## src/rtl/memaccess_unit_pkg.sv

```systemverilog
// memaccess_unit_pkg: operation and FSM state types shared by the memory access unit
package memaccess_unit_pkg;
    typedef enum logic [1:0] {OP_READ, OP_WRITE, OP_INDIRECT, OP_NONE} mem_op_e;
    typedef enum logic [1:0] {ST_IDLE, ST_ACCESS, ST_FINISH} state_e;
    localparam int CNT_W = 16;
    localparam int LVL_W = 3;
endpackage

```

## src/rtl/memaccess_unit_if.sv

```systemverilog
// memaccess_unit_if: request and memory-side handshake signals of the memory access unit
interface memaccess_unit_if #(parameter int ADDR_W = 16, parameter int DATA_W = 16);
    logic              start;
    logic [1:0]        mem_state;
    logic [ADDR_W-1:0] M_Addr;
    logic [DATA_W-1:0] M_Data;
    logic [DATA_W-1:0] DMem_dout;
    logic              dmem_ack;
    logic              dmem_en;
    logic              dmem_we;
    logic [ADDR_W-1:0] dmem_addr;
    logic [DATA_W-1:0] dmem_din;
    logic [DATA_W-1:0] memout;
    logic              busy;
    logic              done;
    logic              err;
    modport slave (
        input  start, mem_state, M_Addr, M_Data, DMem_dout, dmem_ack,
        output dmem_en, dmem_we, dmem_addr, dmem_din, memout, busy, done, err
    );
    modport master (
        output start, mem_state, M_Addr, M_Data, DMem_dout, dmem_ack,
        input  dmem_en, dmem_we, dmem_addr, dmem_din, memout, busy, done, err
    );
endinterface

```

## src/rtl/memaccess_wait_ctr.sv

```systemverilog
// memaccess_wait_ctr: counts wait cycles of one memory access and flags the last allowed one
module memaccess_wait_ctr
    import memaccess_unit_pkg::*;
#(
    parameter int LIMIT = 255
) (
    input  logic clock,
    input  logic reset,
    input  logic clr,
    input  logic en,
    output logic expired
);
    logic [CNT_W-1:0] cnt;
    always_ff @(posedge clock) begin
        if (reset || clr) cnt <= '0;
        else if (en) cnt <= cnt + 1'b1;
    end
    // expired marks the cycle whose increment would reach LIMIT
    assign expired = en && (cnt >= CNT_W'(LIMIT - 1));
endmodule

```

## src/rtl/memaccess_unit.sv

```systemverilog
// memaccess_unit: single read/write/indirect memory access sequencer with per-access timeout
module memaccess_unit
    import memaccess_unit_pkg::*;
#(
    parameter int ADDR_W    = 16,
    parameter int DATA_W    = 16,
    parameter int IND_DEPTH = 1,
    parameter int TIMEOUT   = 255
) (
    input  logic             clock,
    input  logic             reset,
    memaccess_unit_if.slave  bus
);
    state_e            state, state_n;
    mem_op_e           op;
    logic [ADDR_W-1:0] addr;
    logic [DATA_W-1:0] data;
    logic [DATA_W-1:0] memout_q;
    logic [LVL_W-1:0]  lvl;
    logic              err_q;
    logic              expired;
    logic              accept;
    logic              in_access;
    logic              chase;
    assign in_access = state == ST_ACCESS;
    assign accept    = state == ST_IDLE && bus.start && mem_op_e'(bus.mem_state) != OP_NONE;
    assign chase     = op == OP_INDIRECT && lvl != '0;
    memaccess_wait_ctr #(.LIMIT(TIMEOUT)) u_wait (
        .clock   (clock),
        .reset   (reset),
        .clr     (!in_access || bus.dmem_ack),
        .en      (in_access && !bus.dmem_ack),
        .expired (expired)
    );
    always_comb begin
        state_n = state;
        case (state)
            ST_IDLE:   state_n = accept ? ST_ACCESS : ST_IDLE;
            ST_ACCESS: state_n = bus.dmem_ack ? (chase ? ST_ACCESS : ST_FINISH) :
                                 expired ? ST_FINISH : ST_ACCESS;
            default:   state_n = ST_IDLE;
        endcase
    end
    always_ff @(posedge clock) begin
        if (reset) begin
            state    <= ST_IDLE;
            op       <= OP_READ;
            addr     <= '0;
            data     <= '0;
            memout_q <= '0;
            lvl      <= '0;
            err_q    <= 1'b0;
        end else begin
            state <= state_n;
            if (accept) begin
                op    <= mem_op_e'(bus.mem_state);
                addr  <= bus.M_Addr;
                data  <= bus.M_Data;
                lvl   <= LVL_W'(IND_DEPTH);
                err_q <= 1'b0;
            end
            if (in_access && bus.dmem_ack) begin
                if (chase) begin
                    addr <= bus.DMem_dout[ADDR_W-1:0];
                    lvl  <= lvl - 1'b1;
                end else if (op != OP_WRITE) begin
                    memout_q <= bus.DMem_dout;
                end
            end
            if (in_access && !bus.dmem_ack && expired) err_q <= 1'b1;
        end
    end
    assign bus.dmem_en   = in_access;
    assign bus.dmem_we   = in_access && op == OP_WRITE;
    assign bus.dmem_addr = addr;
    assign bus.dmem_din  = data;
    assign bus.memout    = memout_q;
    assign bus.busy      = state != ST_IDLE;
    assign bus.done      = state == ST_FINISH;
    assign bus.err       = state == ST_FINISH && err_q;
endmodule

```

## src/flat_wrapper.sv

```systemverilog
// flat-port wrapper written by rule: the top's interface ports become plain ports
module memaccess_unit_flat import memaccess_unit_pkg::*;
#(
    parameter int ADDR_W    = 16,
    parameter int DATA_W    = 16,
    parameter int IND_DEPTH = 1,
    parameter int TIMEOUT   = 255
)
  (clock, reset, bus_start, bus_mem_state, bus_M_Addr, bus_M_Data, bus_DMem_dout, bus_dmem_ack, bus_dmem_en, bus_dmem_we, bus_dmem_addr, bus_dmem_din, bus_memout, bus_busy, bus_done, bus_err);
  memaccess_unit_if #(.ADDR_W(ADDR_W), .DATA_W(DATA_W)) bus_i ();
  input  logic clock;
  input  logic reset;
  input wire logic [$bits(bus_i.start)-1:0] bus_start;
  input wire logic [$bits(bus_i.mem_state)-1:0] bus_mem_state;
  input wire logic [$bits(bus_i.M_Addr)-1:0] bus_M_Addr;
  input wire logic [$bits(bus_i.M_Data)-1:0] bus_M_Data;
  input wire logic [$bits(bus_i.DMem_dout)-1:0] bus_DMem_dout;
  input wire logic [$bits(bus_i.dmem_ack)-1:0] bus_dmem_ack;
  output wire logic [$bits(bus_i.dmem_en)-1:0] bus_dmem_en;
  output wire logic [$bits(bus_i.dmem_we)-1:0] bus_dmem_we;
  output wire logic [$bits(bus_i.dmem_addr)-1:0] bus_dmem_addr;
  output wire logic [$bits(bus_i.dmem_din)-1:0] bus_dmem_din;
  output wire logic [$bits(bus_i.memout)-1:0] bus_memout;
  output wire logic [$bits(bus_i.busy)-1:0] bus_busy;
  output wire logic [$bits(bus_i.done)-1:0] bus_done;
  output wire logic [$bits(bus_i.err)-1:0] bus_err;
  assign bus_i.start = bus_start;
  assign bus_i.mem_state = bus_mem_state;
  assign bus_i.M_Addr = bus_M_Addr;
  assign bus_i.M_Data = bus_M_Data;
  assign bus_i.DMem_dout = bus_DMem_dout;
  assign bus_i.dmem_ack = bus_dmem_ack;
  assign bus_dmem_en = bus_i.dmem_en;
  assign bus_dmem_we = bus_i.dmem_we;
  assign bus_dmem_addr = bus_i.dmem_addr;
  assign bus_dmem_din = bus_i.dmem_din;
  assign bus_memout = bus_i.memout;
  assign bus_busy = bus_i.busy;
  assign bus_done = bus_i.done;
  assign bus_err = bus_i.err;
  memaccess_unit #(.ADDR_W(ADDR_W), .DATA_W(DATA_W), .IND_DEPTH(IND_DEPTH), .TIMEOUT(TIMEOUT)) u_core (.clock(clock), .reset(reset), .bus(bus_i));
endmodule
```

## config.mk

```make
export PLATFORM = sky130hd
export DESIGN_NAME = memaccess_unit_flat
export DESIGN_NICKNAME = d
export VERILOG_FILES = /design/src/rtl/memaccess_unit_pkg.sv /design/src/rtl/memaccess_unit_if.sv /design/src/rtl/memaccess_wait_ctr.sv /design/src/rtl/memaccess_unit.sv /design/src/flat_wrapper.sv
export SDC_FILE = /design/constraint.sdc
export NUM_CORES = 1
export LEC_CHECK = 0
export ABC_AREA = 0
export CAP_MARGIN = 20
export CORE_UTILIZATION = 30
export CTS_BUF_LIST = sky130_fd_sc_hd__clkbuf_8
export CTS_CLUSTER_DIAMETER = 40
export DETAILED_ROUTE_END_ITERATION = 10
export GPL_TIMING_DRIVEN = 1
export PLACE_DENSITY = 0.59
export SETUP_SLACK_MARGIN = 0.2
export SLEW_MARGIN = 0
export SYNTH_ARGS = -nofsm -noshare
export SYNTH_HDL_FRONTEND = slang
export SYNTH_SLANG_ARGS = --single-unit
```

## constraint.sdc

```tcl
create_clock -name clock -period 1.8 [get_ports clock]
set_clock_uncertainty 0.1 [all_clocks]
set_input_delay 0.36 -clock clock [delete_from_list [all_inputs] [get_ports clock]]
set_output_delay 0.36 -clock clock [all_outputs]
set_load 0.02 [all_outputs]
```

# Word level (Yosys, flattened, before mapping)
# Cells that the tools add are included.
# word_totals
output_inout_bits,53
ff_bits,72
inputBits,54
# op_classes
bitwise_logic,1
n_reduce_logical,18
addsub,2
order_cmp,1
eq_ne,6
n_mux,13
# op_table
operator,count
$mux W16,3
$add A16 B1 Y16 const B,1
$ge A16 B8 Y1 const B,1
$logic_and A1 B1 Y1,9
$mux W3,3
$mux W2,3
$eq A2 B1 Y1 const B,2
$eq A2 B2 Y1 const B,2
$pmux W2 S2,1
$reduce_bool A2 Y1,2
$mux W1,3
$reduce_and A3 Y1,1
$reduce_bool A3 Y1,1
$sub A3 B1 Y3 const B,1
$logic_not A1 Y1,2
$logic_not A2 Y1,1
$logic_or A1 B1 Y1,2
$ne A2 B1 Y1 const B,1
$ne A2 B2 Y1 const B,1
$not A1 Y1,1

# Longest topological paths before layout
# Gate-level depths: netlist (run 1).
# depth
word_depth,6
mapped_depth,8
ltp_nobuf,7

# Cells and area by module
# From an unflattened synthesis (run 1), not the netlist that was laid out.
# unflattened
hier_cells,382
area_unflattened_um2,3331.9
# modules_own_cells
module,instances,seq_area_each_um2,area_each_um2,cells_each
memaccess_unit,1,1121.1,2483.6,286
memaccess_wait_ctr,1,320.3,848.3,96

# Worst setup path after synthesis (run 1)
# No wires, ideal clock.
# synth_timing
path_type,reg2reg
startpoint,reg u_core.lvl[0]
endpoint,reg u_core.addr[10] (netlist: u_core.bus.dmem_addr[10])
stages_incl_launch_ff,8
setup_time_ns,0.091
n_path_buf,1
arrival_ns,1.708
path_slack_ns,-0.099
cell_sequence,dfxtp_1 > inv_1 > ha_1 > ha_1 > nor3b_2 > nand3_1 > clkbuf_1 > a311oi_1
# synth_between
elab_chain_len,4
# synth_lines
item,line,source
from (decl),memaccess_unit.sv:19,logic [LVL_W-1:0] lvl;
from (signal assigned),memaccess_unit.sv:59,lvl <= LVL_W'(IND_DEPTH);
from (signal assigned),memaccess_unit.sv:65,lvl <= lvl - 1'b1;
$reduce_bool A3 Y1,memaccess_unit.sv:27,assign chase = op == OP_INDIRECT && lvl != '0;
$logic_and A1 B1 Y1,memaccess_unit.sv:27,
$mux W16,memaccess_unit.sv:63,if (chase) begin
$mux W16,memaccess_unit.sv:62,if (in_access && bus.dmem_ack) begin
to (signal assigned),memaccess_unit.sv:57,addr <= bus.M_Addr;
to (signal assigned),memaccess_unit.sv:64,addr <= bus.DMem_dout[ADDR_W-1:0];
to (decl),memaccess_unit.sv:16,logic [ADDR_W-1:0] addr;
# No other way between the ends.
# A chain may end at the register's enable or synchronous reset.

# Worst setup path after layout (run 1)
# layout_timing
startpoint,reg u_core.lvl[0]
endpoint,reg u_core.memout_q[1] (netlist: u_core.bus.memout[1])
# layout_between
elab_chain_len,4
# layout_lines
item,line,source
$reduce_bool A3 Y1,memaccess_unit.sv:27,
$logic_and A1 B1 Y1,memaccess_unit.sv:27,
$not A1 Y1 (no line),--,
$reduce_and A3 Y1 (no line),--,
to (signal assigned),memaccess_unit.sv:67,memout_q <= bus.DMem_dout;
to (decl),memaccess_unit.sv:18,logic [DATA_W-1:0] memout_q;
# No other way between the ends.

==> results.sh, run 1 <==
export IMPL_max_slew_margin=0.698
export IMPL_crit_family="buffers and inverters"
export IMPL_combPwrFrac=0.158
export IMPL_die_y_um=101
export IMPL_yosys_cell_types_count=43
export IMPL_netlist_top_cells_count="76 x nand2_1, 72 x dfxtp_1, 49 x nor2_1, 24 x a21oi_1, 17 x mux2i_1"
export IMPL_dpl_cell_area_um2=4400
export IMPL_final_cells=613
export IMPL_io_buffers=106
export IMPL_yosys_top_cells_area="dfxtp_1 49%, nand2_1 9.6%, nor2_1 6.2%"
export IMPL_start_util=0.314
export IMPL_ys_seq_area_frac=0.487
export IMPL_drt_initial_drc_count=57
export IMPL_grt_pass1_vias=2851
export IMPL_power_share_switching=0.261
export IMPL_htree_levels=3
export IMPL_p_int_mw=2.80
export IMPL_p_leak_nw=2.02
export IMPL_n_antenna_cell=0
export IMPL_nNetsFinal=537
export IMPL_crit_type="reg -> reg"
export IMPL_worst_r2r_cell_count=9
export IMPL_period_minus_slack_ns=1.81
export IMPL_syn_to_final_growth_pct=63.0
export IMPL_hold_depth=3
export IMPL_setup_ws_ns=-0.0138
export IMPL_hold_violations=0
export IMPL_synth_edff_count=0
export IMPL_cts_buffers=9
export IMPL_dp_cells=586
export IMPL_firstDrtPassIters=4
export IMPL_net_switching_power_uw=991
export IMPL_fill_cells=924
export IMPL_gp_congestion=0.780
export IMPL_violations="negative setup slack"
export IMPL_path_common_cell="ha_4"
export IMPL_cts_clk_slew_worst_paths_ns=0.08
export IMPL_grt_max_degree=40
export IMPL_die_x_um=101
export IMPL_antenna_found_initial=0
export IMPL_clock_power_share=0.394
export IMPL_syn_inst=346
export IMPL_peakVddDrop_uv=352
export IMPL_coreArea_um2=9420
export IMPL_max_freq_ghz=0.551
export IMPL_run_status="complete, but fails checks"
export IMPL_cts_buffer_depth=2
export IMPL_power_frac_seq=0.447
export IMPL_grt_pass1_wl_um=13400
export IMPL_yosys_warnings=0
export IMPL_clkLatencyLatePin_ns=0.34
export IMPL_finalSetupViolations=6
export IMPL_synth_largest_area_cell="dfxtp_1"
export IMPL_drc=0
export IMPL_path_max_fanout=4
export IMPL_synthesis_area_um2=2960
export IMPL_via_per_inst=4.67
export IMPL_num_io_pins=107
export IMPL_clkSinkCount=72
export IMPL_ys_flop_type="dfxtp_1"
export IMPL_critPathCaptureType="flop"
export IMPL_dieArea_um2=10300
export IMPL_critPathBufInv=3
export IMPL_cp_arrival_ns=1.93
export IMPL_ant_nets=0
export IMPL_critPathMaxStageDelay_ns=0.33
export IMPL_rows=35
export IMPL_dp_hpwl_um=5750
export IMPL_synth_most_common_cell="nand2_1"
export IMPL_crit_path_top_delay_cell="dfxtp_2"
export IMPL_track_usage=0.167
export IMPL_wl_per_cell_um=13.5
export IMPL_final_area_um2=4820
export IMPL_slew_viol_final=0
export IMPL_setup_tns_ns=-0.0527
export IMPL_vias=2860
export IMPL_drt_total_wl_um=8260
export IMPL_ys_ff_latch=72
export IMPL_tightest_slew_ns=0.453
export IMPL_drive_gt1_frac=0.233
export IMPL_synthArstFlopShare=0
export IMPL_root_buffer="clkbuf_8"
export IMPL_synth_area_per_cell_um2=8.55
export IMPL_min_period_over_period=1.01
export IMPL_synth_top_area_share=0.487
export IMPL_hold_class="in -> reg"
export IMPL_syn_nets=404
export IMPL_crit_cells=9
export IMPL_postCtsHoldBufs=0
export IMPL_required_ns=1.92
export IMPL_path_cells="inv_2 -> ha_4 -> ha_4 -> nor3b_4 -> buf_6 -> a2111oi_4 -> buf_4 -> mux2i_1 -> nor2_1"
export IMPL_rsz0062_at_grt="true"
export IMPL_grt_overflow_total=0
export IMPL_cts_tree="yes"
export IMPL_start_kind="flop"
export IMPL_cap_violations=0
export IMPL_p_per_area_nw_per_um2=786
[worst paths after layout]
check / startpoint / to / slack [ns]
worst min register to register: u_core.bus.dmem_din[6] / u_core.bus.dmem_din[6] / 0.36
worst max register to register: u_core.lvl[0] / u_core.bus.memout[1] / -0.01
worst min-delay path: reset / u_core.err_q / 0.32
worst max-delay path: u_core.lvl[0] / u_core.bus.memout[1] / -0.01
[kinds of logic (layout without fill, tap and decap cells)]
family                   Yosys count  after routing  share of synthesized area
multiplexers                      17             17                     0.0575
flip-flops                        72             72                      0.487
buffers and inverters             31            169                     0.0440
AND/OR/NAND/NOR                  161            161                      0.242
XOR/XNOR                           8              8                     0.0237
AO/OA/AOI/OAI                     53             53                      0.129
adder cells (fa/ha/maj)            4              4                     0.0169
[registers in the layout, summed over array words and instances, names as in the netlist]
name and cells:
u_core.bus.dmem_addr 16, u_core.bus.dmem_din 16, u_core.bus.memout 16, u_core.u_wait.cnt 16, u_core.lvl 3, u_core.op 2
u_core.state 2, u_core.err_q 1
[placed cells by master, fill, tap and decap left out, types with 3 or more instances in the layout]
cell	netlist	layout
buf_6	1	13
inv_2	1	3
dfxtp_2	0	10
dfxtp_1	72	60
a311oi_2	0	6
mux2i_1	17	17
nand3_2	0	4
nor2_2	0	8
nor2_1	49	40
a21oi_1	24	23
buf_4	1	24
nand3_1	10	5
dlygate4sd2_1	0	49
nand2b_1	3	3
xnor2_1	7	6
inv_1	10	7
clkdlybuf4s50_1	0	51
nand2_1	76	76
clkbuf_8	0	10
a311oi_1	16	10
buf_12	0	3
inv_6	0	3
[worst min-delay path: stages]
cell	delay, ns
buf_2	0.14
inv_1	0.07
a32o_1	0.15
[stage by stage]
stage / util / hold slack, ns / power (mW) / worst slack (ns)
global placement: 0.467 / 0.337 / 2.34 / -0.312
CTS: 0.502 / 0.304 / 3.83 / -0.00817
finish: 0.512 / 0.321 / 3.79 / -0.0138
global route: 0.512 / 0.344 / 3.97 / -0.110
detailed placement: 0.467 / 0.346 / 2.35 / -0.333
floorplan: - / 0.328 / 2.01 / -0.0288
[layout make-up]
class	count	area [um^2]	share of cell area
clock buffer	10	138	0.0285
clock inverter	6	97.6	0.0202
inverter	11	43.8	0.00908
multi-input combinational	243	1580	0.328
sequential	72	1460	0.303
tap	129	161	0.0335
timing repair buffer	142	1340	0.277
[power groups by stage]
stage          combinational (mW)  sequential, mW  clock [mW]
5_1_grt                     0.649            1.71        1.62
2_1_floorplan               0.203            1.81           0
4_1_cts                     0.589            1.70        1.55
3_3_place_gp                0.604            1.73           0
6_report                    0.600            1.70        1.50
3_5_place_dp                0.611            1.73           0
[what timing repair did]
item / CTS / global route
hold endpoints to repair: 0 / 0
gates resized for setup: 104 / 25
cloned: 0 / 1
pin swaps: 6 / 7
buffers inserted: 7 / 3
setup endpoints to repair: 97 / 48
[metal layers]
layer  track usage  wire length, um
met1         0.192             3650
met2         0.281             3890
met3        0.0787              676
met4        0.0368               48
met5             0                0
(Power assumes the default switching activity.)
==> run 2, diff against run 1 <==
--- a/config.mk
+++ b/config.mk
@@ -12,6 +12,7 @@
 export CTS_CLUSTER_DIAMETER = 40
 export DETAILED_ROUTE_END_ITERATION = 10
 export GPL_TIMING_DRIVEN = 1
+export MAX_ROUTING_LAYER = met4
 export PLACE_DENSITY = 0.59
 export SETUP_SLACK_MARGIN = 0.2
 export SLEW_MARGIN = 0
==> results.sh, run 2 (synthesis gave the netlist of run 1 again) <==
export IMPL_io_buffers=106
export IMPL_n_antenna_cell=0
export IMPL_path_common_cell="ha_4"
export IMPL_wl_per_cell_um=13.5
export IMPL_clkSinkCount=72
export IMPL_dp_hpwl_um=5750
export IMPL_setup_tns_ns=-0.0525
export IMPL_peakVddDrop_uv=352
export IMPL_start_util=0.314
export IMPL_hold_worst_slack_ns=0.320
export IMPL_drt_initial_drc_count=59
export IMPL_power_share_switching=0.261
export IMPL_die_x_um=101
export IMPL_crit_path_top_delay_cell="dfxtp_2"
export IMPL_path_cells="inv_2 -> ha_4 -> ha_4 -> nor3b_4 -> buf_6 -> a2111oi_4 -> buf_4 -> mux2i_1 -> nor2_1"
export IMPL_finalSetupViolations=6
export IMPL_start_kind="flop"
export IMPL_final_common_cell="nand2_1"
export IMPL_max_slew_margin=0.698
export IMPL_drc=0
export IMPL_cts_buffer_depth=2
export IMPL_use_met3=0.0683
export IMPL_antenna_found_initial=0
export IMPL_net_switching_power_uw=991
export IMPL_grt_overflow_total=0
export IMPL_track_usage=0.172
export IMPL_grt_max_degree=40
export IMPL_cp_arrival_ns=1.93
export IMPL_rsz0062_at_grt="true"
export IMPL_run_status="complete, but fails checks"
export IMPL_cts_tree="yes"
export IMPL_rows=35
export IMPL_setup_ws_ns=-0.0136
export IMPL_combPwrFrac=0.158
export IMPL_drt_total_wl_um=8250
export IMPL_htree_levels=3
export IMPL_cts_buffers=9
export IMPL_crit_type="reg -> reg"
export IMPL_p_int_mw=2.80
export IMPL_dieArea_um2=10300
export IMPL_die_y_um=101
export IMPL_critPathMaxStageDelay_ns=0.33
export IMPL_root_buffer="clkbuf_8"
export IMPL_grt_pass1_vias=2842
export IMPL_clkLatencyLatePin_ns=0.34
export IMPL_nNetsFinal=537
export IMPL_slew_viol_final=0
export IMPL_path_max_fanout=4
export IMPL_period_minus_slack_ns=1.81
export IMPL_violations="negative setup slack"
export IMPL_hold_class="in -> reg"
export IMPL_hold_violations=0
export IMPL_power_frac_seq=0.447
export IMPL_grt_busiest_layer="met2"
export IMPL_grt_pass1_wl_um=13400
export IMPL_max_freq_ghz=0.551
export IMPL_via_per_inst=4.65
export IMPL_vias=2852
export IMPL_coreArea_um2=9420
export IMPL_grtUsageMet2=0.280
export IMPL_firstDrtPassIters=4
export IMPL_p_leak_nw=2.02
export IMPL_min_period_over_period=1.01
export IMPL_syn_to_final_growth_pct=63.0
export IMPL_critPathCaptureType="flop"
export IMPL_clock_power_share=0.394
export IMPL_cap_violations=0
export IMPL_gp_congestion=0.791
export IMPL_tightest_slew_ns=0.453
export IMPL_dp_slack_ns=-0.333
export IMPL_num_io_pins=107
export IMPL_ant_nets=0
export IMPL_gr_usage_met1=0.199
export IMPL_drive_gt1_frac=0.233
export IMPL_postCtsHoldBufs=0
export IMPL_final_cell_mix="76 x nand2_1, 60 x dfxtp_1, 51 x clkdlybuf4s50_1, 49 x dlygate4sd2_1, 40 x nor2_1"
export IMPL_cts_clk_slew_worst_paths_ns=0.08
export IMPL_p_per_area_nw_per_um2=786
export IMPL_required_ns=1.91
run 2: cell counts in the layout (fill, tap and decap cells not counted):
No cell type changed its count.
run 2: per-stage QoR:
step / power, mW / utilization / area (um^2) / cells
after floorplan: 2.01 / - / 3070 / 346
after global placement: 2.34 / 0.467 / 4400 / 586
after detailed placement: 2.35 / 0.467 / 4400 / 586
after CTS: 3.83 / 0.502 / 4730 / 609
after global routing: 3.97 / 0.512 / 4820 / 613
final: 3.79 / 0.512 / 4820 / 613
run 2: power by group through the flow:
stage | clock [mW] | sequential, mW | combinational, mW
floorplan | 0 | 1.81 | 0.203
global placement | 0 | 1.73 | 0.604
detailed placement | 0 | 1.73 | 0.611
CTS | 1.55 | 1.70 | 0.589
global route | 1.62 | 1.71 | 0.649
finish | 1.49 | 1.70 | 0.600
run 2: cell type report:
| cell class | count | area (um^2) |
|---|---|---|
| multi-input combinational | 243 | 1580 |
| inverter | 11 | 43.8 |
| timing repair buffer | 142 | 1340 |
| fill | 924 | 4590 |
| clock buffer | 10 | 138 |
| clock inverter | 6 | 97.6 |
| sequential | 72 | 1460 |
| tap | 129 | 161 |
run 2: worst paths after layout:
path | startpoint | end | slack (ns) | cells after the start
worst min register to register | u_core.bus.dmem_din[6] | u_core.bus.dmem_din[6] | 0.36 | 2
worst min-delay path | reset | u_core.err_q | 0.32 | 3
worst max register to register | u_core.lvl[0] | u_core.bus.memout[1] | -0.01 | 9
worst max-delay path | u_core.lvl[0] | u_core.bus.memout[1] | -0.01 | 9
run 2: what timing repair did:
| item | CTS | global route |
|---|---|---|
| endpoints found under the setup margin | 97 | 48 |
| pin swaps | 6 | 7 |
| buffers inserted | 7 | 3 |
| resized for setup | 104 | 25 |
| gates cloned | 0 | 1 |
run 2: metal layers:
layer	routed length, um	up-vias	share of wire
met1	3750	1340	0.45
met5	0	-	0
met3	560	5	0.068
met4	51	0	0.0062
met2	3890	65	0.47
li1	-	1442	-
run 2: critical path: cells and delay by family, from the launching register on:
kind	cells	cell delay [ns]
flops	1	0.33
buf+inv	3	0.41
simple gates	2	0.10
fa+ha+maj	2	0.27
compound gates	1	0.30
mux	1	0.18
==> run 3, diff against run 2 <==
--- a/config.mk
+++ b/config.mk
@@ -9,7 +9,7 @@
 export CAP_MARGIN = 20
 export CORE_UTILIZATION = 30
 export CTS_BUF_LIST = sky130_fd_sc_hd__clkbuf_8
-export CTS_CLUSTER_DIAMETER = 40
+export CTS_CLUSTER_DIAMETER = 60
 export DETAILED_ROUTE_END_ITERATION = 10
 export GPL_TIMING_DRIVEN = 1
 export MAX_ROUTING_LAYER = met4
==> results of run 3 <==
Final layout, timing and power as in run 2 (identical DEF).
